File: src/rtl/keccak_share_compress.sv
// Share-compression stage for the masked Keccak chi S-box: registers the expanded
// (d+1)^2 product shares, then XOR-folds each row into d+1 output shares.
module keccak_share_compress #(
    parameter int d = 4
) (
    input  logic                     clk,
    input  logic                     rst,
    input  logic [(d+1)*(d+1)-1:0]   ap_in,
    input  logic [(d+1)*(d+1)-1:0]   bp_in,
    input  logic [(d+1)*(d+1)-1:0]   cp_in,
    input  logic [(d+1)*(d+1)-1:0]   dp_in,
    input  logic [(d+1)*(d+1)-1:0]   ep_in,
    input  logic                     in_valid,
    output logic                     in_ready,
    output logic [d:0]               a_out,
    output logic [d:0]               b_out,
    output logic [d:0]               c_out,
    output logic [d:0]               d_out,
    output logic [d:0]               e_out,
    output logic                     out_valid,
    input  logic                     out_ready,
    output logic [15:0]              out_count
);
    localparam int N = d + 1;
    localparam int W = N * N;

    logic [4:0][W-1:0] w_in;
    logic [4:0][W-1:0] r_s1_data;
    logic              r_s1_valid;
    logic [4:0][N-1:0] w_comp;
    logic [4:0][N-1:0] r_s2_data;
    logic              r_s2_valid;
    logic [15:0]       r_count;
    logic              w_s2_free;
    logic              w_s1_free;
    logic              w_load1;

    assign w_in = {ep_in, dp_in, cp_in, bp_in, ap_in};

    // Stage 1 captures raw shares only; any XOR ahead of these flops would let
    // glitches combine shares of the same secret.
    genvar v, i;
    generate
        for (v = 0; v < 5; v++) begin : g_var
            for (i = 0; i < N; i++) begin : g_share
                assign w_comp[v][i] = ^r_s1_data[v][i*N +: N];
            end
        end
    endgenerate

    assign w_s2_free = !r_s2_valid || out_ready;
    assign w_s1_free = !r_s1_valid || w_s2_free;
    assign w_load1   = in_valid && w_s1_free;

    always_ff @(posedge clk) begin
        if (rst) begin
            r_s1_data  <= '0;
            r_s1_valid <= 1'b0;
            r_s2_data  <= '0;
            r_s2_valid <= 1'b0;
            r_count    <= '0;
        end else begin
            if (w_load1) begin
                r_s1_data  <= w_in;
                r_s1_valid <= 1'b1;
            end else if (r_s1_valid && w_s2_free) begin
                r_s1_valid <= 1'b0;
            end
            if (w_s2_free) begin
                r_s2_valid <= r_s1_valid;
                if (r_s1_valid) r_s2_data <= w_comp;
            end
            if (r_s2_valid && out_ready) r_count <= r_count + 16'd1;
        end
    end

    assign in_ready  = w_s1_free;
    assign out_valid = r_s2_valid;
    assign a_out     = r_s2_data[0];
    assign b_out     = r_s2_data[1];
    assign c_out     = r_s2_data[2];
    assign d_out     = r_s2_data[3];
    assign e_out     = r_s2_data[4];
    assign out_count = r_count;
endmodule

File: config.mk
export PLATFORM = sky130hd
export DESIGN_NAME = keccak_share_compress
export DESIGN_NICKNAME = d
export VERILOG_FILES = /design/src/rtl/keccak_share_compress.sv
export SDC_FILE = /design/constraint.sdc
export NUM_CORES = 1
export LEC_CHECK = 0
export CAP_MARGIN = 20
export CORE_MARGIN = 5
export CORE_UTILIZATION = 49
export DETAILED_ROUTE_END_ITERATION = 6
export HOLD_SLACK_MARGIN = 0.15
export PLACE_DENSITY = 0.8
export SLEW_MARGIN = 20
export SYNTH_ARGS = -nofsm -noshare
export SYNTH_HDL_FRONTEND = slang
export SYNTH_SLANG_ARGS = --single-unit
File: constraint.sdc
create_clock -name clk -period 2.6 [get_ports clk]
set_clock_uncertainty 0.15 [all_clocks]
set_input_delay 0.52 -clock clk [delete_from_list [all_inputs] [get_ports clk]]
set_output_delay 0.52 -clock clk [all_outputs]
set_load 0.05 [all_outputs]
==> flow_summary.html <==
<table>
<tr><th>Metric</th><th>Value</th></tr>
<tr><th colspan="2">STA</th></tr>
<tr><td>Final clock period utilization by the worst path</td><td>between 90% and 100%</td></tr>
<tr><td>Transition time at the pin with the least slew margin</td><td>~560 ps</td></tr>
<tr><td>Number of setup violations in the final report</td><td>0</td></tr>
<tr><td>Total negative slack</td><td>0 ps</td></tr>
<tr><td>Time the final worst path needs with I/O delays and setup</td><td>~2400 ps</td></tr>
<tr><td>Relative slew margins</td><td>62.51%</td></tr>
<tr><td>Fin. max-slew vios</td><td>0</td></tr>
<tr><td>Unrepaired setup endpoints after global routing</td><td>no</td></tr>
<tr><td>Highest Clock Rate</td><td>about 400 MHz</td></tr>
<tr><td>Final number of hold-violating endpoints</td><td>0</td></tr>
<tr><td>Hold_ws</td><td>between 300 and 400 ps</td></tr>
<tr><th colspan="2">Setup path</th></tr>
<tr><td>Critical path's largest stage delay</td><td>870 ps</td></tr>
<tr><td>Critical Path End Type</td><td>output port</td></tr>
<tr><td>Worst EP arrival</td><td>roughly 1800 ps</td></tr>
<tr><td>Cell with the largest stage delay on the worst path</td><td>sky130_fd_sc_hd__clkdlybuf4s50_1</td></tr>
<tr><td>Crit path required time</td><td>about 1900 ps</td></tr>
<tr><td>Sum of buffers and inverters on the critical path</td><td>1</td></tr>
<tr><td>Largest fanout on the critical path</td><td>8</td></tr>
<tr><td>Critical-path cell list</td><td>clkdlybuf4s50_1</td></tr>
<tr><td>Kind of launch point of the worst setup path</td><td>flop</td></tr>
<tr><td>Top cell family by delay on the critical path</td><td>buffers and inverters</td></tr>
<tr><td>Classification of the worst setup path</td><td>reg -&gt; out</td></tr>
<tr><th colspan="2">Die</th></tr>
<tr><td>Count of boundary I/O pins</td><td>around 170</td></tr>
<tr><td>Std-Cell Rows</td><td>between 40 and 50</td></tr>
<tr><td>Die ar.</td><td>approximately 0.016 mm2</td></tr>
<tr><td>DIE HEIGHT</td><td>between 100 and 150 um</td></tr>
<tr><td>Core Region</td><td>between 0.01 and 0.015 mm2</td></tr>
<tr><td>Die width</td><td>around 130 um</td></tr>
<tr><td>Starting density of the core</td><td>49.99%</td></tr>
<tr><th colspan="2">CTS</th></tr>
<tr><td>Post-CTS setup repair buffer count</td><td>0</td></tr>
<tr><td>TritonCTS Sinks</td><td>between 150 and 200</td></tr>
<tr><td>Number of buffers inserted during clock tree synthesis</td><td>17</td></tr>
<tr><td>CTS tree</td><td>done</td></tr>
<tr><td>CTS max path bufs</td><td>2</td></tr>
<tr><td>CTS H-Tree Depth</td><td>4</td></tr>
<tr><td>Number of hold-repair buffers added at the cts stage</td><td>0</td></tr>
<tr><td>Number of resized instances in the post-cts repair step</td><td>0</td></tr>
<tr><td>Clk Latency, worst-skew pair</td><td>420 ps</td></tr>
<tr><td>Clk pin slew, worst setup/hold paths</td><td>roughly 60 ps</td></tr>
<tr><td>Clk Tree Root Cell</td><td>sky130_fd_sc_hd__clkbuf_16</td></tr>
<tr><th colspan="2">Route</th></tr>
<tr><td>Total number of vias</td><td>roughly 5600</td></tr>
<tr><td>Final routed DRC violation total</td><td>0</td></tr>
<tr><td>Total iterations of the first detailed-routing run</td><td>5</td></tr>
<tr><td>Final routed wire length divided by cell count</td><td>roughly 14 um</td></tr>
<tr><td>Total wirelength of the detailed-routed design</td><td>15.38 mm</td></tr>
<tr><td>Detailed-route vias per instance</td><td>4.900</td></tr>
<tr><td>Remaining antenna violation count</td><td>0</td></tr>
<tr><td>Detailed router's first-iteration violation count</td><td>about 360</td></tr>
<tr><th colspan="2">Yosys</th></tr>
<tr><td>Syn Area/Cell</td><td>8.424 um2</td></tr>
<tr><td>Area leader, netlist</td><td>sky130_fd_sc_hd__dfxtp_1</td></tr>
<tr><td>Number of flops mapped to enable cells by yosys</td><td>0</td></tr>
<tr><td>Share of the synthesized area in the top cell type</td><td>50.60%</td></tr>
<tr><td>Part of the Yosys area used for sequential elements</td><td>about half</td></tr>
<tr><td>Count of warnings emitted by yosys</td><td>0</td></tr>
<tr><td>Async set-or-reset flop fraction in the synthesized netlist</td><td>0%</td></tr>
<tr><td>Yosys cell types</td><td>29</td></tr>
<tr><td>Most frequent cells after synthesis</td><td>sky130_fd_sc_hd__nand2_1 (260), sky130_fd_sc_hd__dfxtp_1 (168), sky130_fd_sc_hd__a21oi_1 (134)</td></tr>
<tr><td>Cell area after synthesis</td><td>roughly 0.0066 mm2</td></tr>
<tr><td>Top cells by area, synth</td><td>sky130_fd_sc_hd__dfxtp_1 (51%), sky130_fd_sc_hd__nand2_1 (15%), sky130_fd_sc_hd__xnor2_1 (13%), sky130_fd_sc_hd__a21oi_1 (10%), sky130_fd_sc_hd__a22o_1 (3.3%)</td></tr>
<tr><td>Most common cell in the netlist</td><td>sky130_fd_sc_hd__nand2_1</td></tr>
<tr><td>Syn nets</td><td>a little over 900</td></tr>
<tr><td>Number of synthesized register bits</td><td>168</td></tr>
<tr><td>Dominant synthesized flop cell</td><td>sky130_fd_sc_hd__dfxtp_1</td></tr>
<tr><td>Gate Count Post-Synth</td><td>~790</td></tr>
<tr><th colspan="2">Global routing</th></tr>
<tr><td>Number of antenna violations at the first check in global routing</td><td>0</td></tr>
<tr><td>Total track usage</td><td>between 10% and 20%</td></tr>
<tr><td>Maximum number of pins on one net before global-route repair</td><td>84</td></tr>
<tr><td>Global-route wire length before repair</td><td>about 25 mm</td></tr>
<tr><td>Vias in the first global route</td><td>around 5400</td></tr>
<tr><td>Remaining global-route overflow</td><td>0</td></tr>
<tr><th colspan="2">Power and ir drop</th></tr>
<tr><td>VDD IR-drop max</td><td>about 0.48 mV</td></tr>
<tr><td>Power density over the cells</td><td>between 600 and 700 mW/mm2</td></tr>
<tr><td>Pleak</td><td>roughly 3.3 nW</td></tr>
<tr><th colspan="2">Job</th></tr>
<tr><td>Reported max-cap violation count</td><td>0</td></tr>
<tr><th colspan="2">Finish</th></tr>
<tr><td>Area added between synthesis and finish</td><td>38.01%</td></tr>
<tr><td>Final non-filler cell area</td><td>between 0.009 and 0.01 mm2</td></tr>
<tr><td>Number of antenna cells inserted</td><td>0</td></tr>
<tr><td>Ratio of cells with drive above 1 in the final layout</td><td>approximately 5.5%</td></tr>
<tr><td>Number of standard cells in the layout, taps in and fillers out</td><td>around 1100</td></tr>
<tr><td>Final nets</td><td>~1100</td></tr>
<tr><th colspan="2">Placed design</th></tr>
<tr><td>Total cell area at the placement stage</td><td>approximately 0.0086 mm2</td></tr>
<tr><td>Placed Instances</td><td>1103</td></tr>
<tr><td>Buffers on Ports</td><td>about 170</td></tr>
<tr><td>Final weighted congestion in routability-driven placement</td><td>between 0.7 and 0.8</td></tr>
<tr><td>Placed wire-length estimate</td><td>slightly above 10 mm</td></tr>
<tr><th colspan="2">Status</th></tr>
<tr><td>Run status</td><td>complete, no violations</td></tr>
<tr><th colspan="2">Worst hold path</th></tr>
<tr><td>Hold Path Class</td><td>reg -&gt; reg</td></tr>
</table>
-- per-stage QoR --
step / setup WS [ps] / total power [mW] / utilization [%]
2_1_floorplan: 41.07 / 3.451 / -
3_3_place_gp: 149.0 / 3.818 / 64.61
5_1_grt: 114.0 / 6.526 / 68.99
4_1_cts: 158.7 / 6.325 / 68.99
3_5_place_dp: 139.7 / 3.836 / 64.61
6_report: 168.2 / 6.265 / 68.99
-- tightest hold or removal path, cell delays in order, from the launching register on --
cell and delay [ps]:
sky130_fd_sc_hd__dfxtp_1 310, sky130_fd_sc_hd__nand2_1 50, sky130_fd_sc_hd__a21oi_1 50
-- area by class of cell --
cell class | count | area, um2
timing repair buffer | 185 | 1887
tap | 176 | 220.2
inverter | 2 | 7.507
clock buffer | 24 | 461.7
clock inverter | 8 | 121.4
fill | 1066 | 4123
sequential | 168 | 3363
multi-input combinational | 572 | 3112
-- final timing paths --
check,end,slack [ps],start,cells after the start
min reg2reg,r_s1_data[34],310,r_s1_data[34],2
max,out_count[1],170,out_count[1],1
max reg2reg,out_count[15],630,out_count[3],4
min,r_s1_data[34],310,r_s1_data[34],2
-- cell usage in the layout (no fill, tap or decap), types with 8 or more instances in the layout --
master and n:
sky130_fd_sc_hd__clkdlybuf4s50_1 169, sky130_fd_sc_hd__nand2_1 259, sky130_fd_sc_hd__clkbuf_16 17, sky130_fd_sc_hd__a22o_1 25
sky130_fd_sc_hd__buf_4 10, sky130_fd_sc_hd__xor2_1 8, sky130_fd_sc_hd__a21oi_1 133, sky130_fd_sc_hd__dfxtp_1 168
sky130_fd_sc_hd__nand3_1 8, sky130_fd_sc_hd__xnor2_1 102, sky130_fd_sc_hd__nor2_1 10
-- registers in the layout (all words and copies together) (netlist names) --
| signal | cells |
|---|---|
| r_s1_data | 125 |
| out_count | 16 |
| a_out | 5 |
| b_out | 5 |
| c_out | 5 |
| d_out | 5 |
| e_out | 5 |
| out_valid | 1 |
| r_s1_valid | 1 |
-- logic make-up (layout without fill, tap and decap cells) --
| group | Yosys count | after routing | synth area share (%) |
|---|---|---|---|
| compound gates | 164 | 164 | 13.84 |
| xor+xnor | 110 | 110 | 14.50 |
| fa+ha+maj | 1 | 1 | 0.1882 |
| buf+inv | 49 | 219 | 2.824 |
| flops | 168 | 168 | 50.60 |
| simple gates | 297 | 297 | 18.05 |
-- power breakdown --
group | total (mW) | switching (mW) | internal (mW) | leakage (nW)
Combinational | 0.961 | 0.465 | 0.496 | 1.67
Sequential | 2.82 | 0.0947 | 2.72 | 1.38
Clock | 2.49 | 0.953 | 1.53 | 0.282
Total | 6.26 | 1.51 | 4.75 | 3.34
-- routing by layer --
metal / global-route usage, % / part of all wire (%) / vias up
met5: 0 / 0 / -
met4: 6.057 / 1.3 / 0
met3: 6.852 / 7.6 / 17
met2: 31.69 / 47 / 126
met1: 23.16 / 44 / 2530
li1: - / - / 2888
Power figures use the tool's default switching activity.
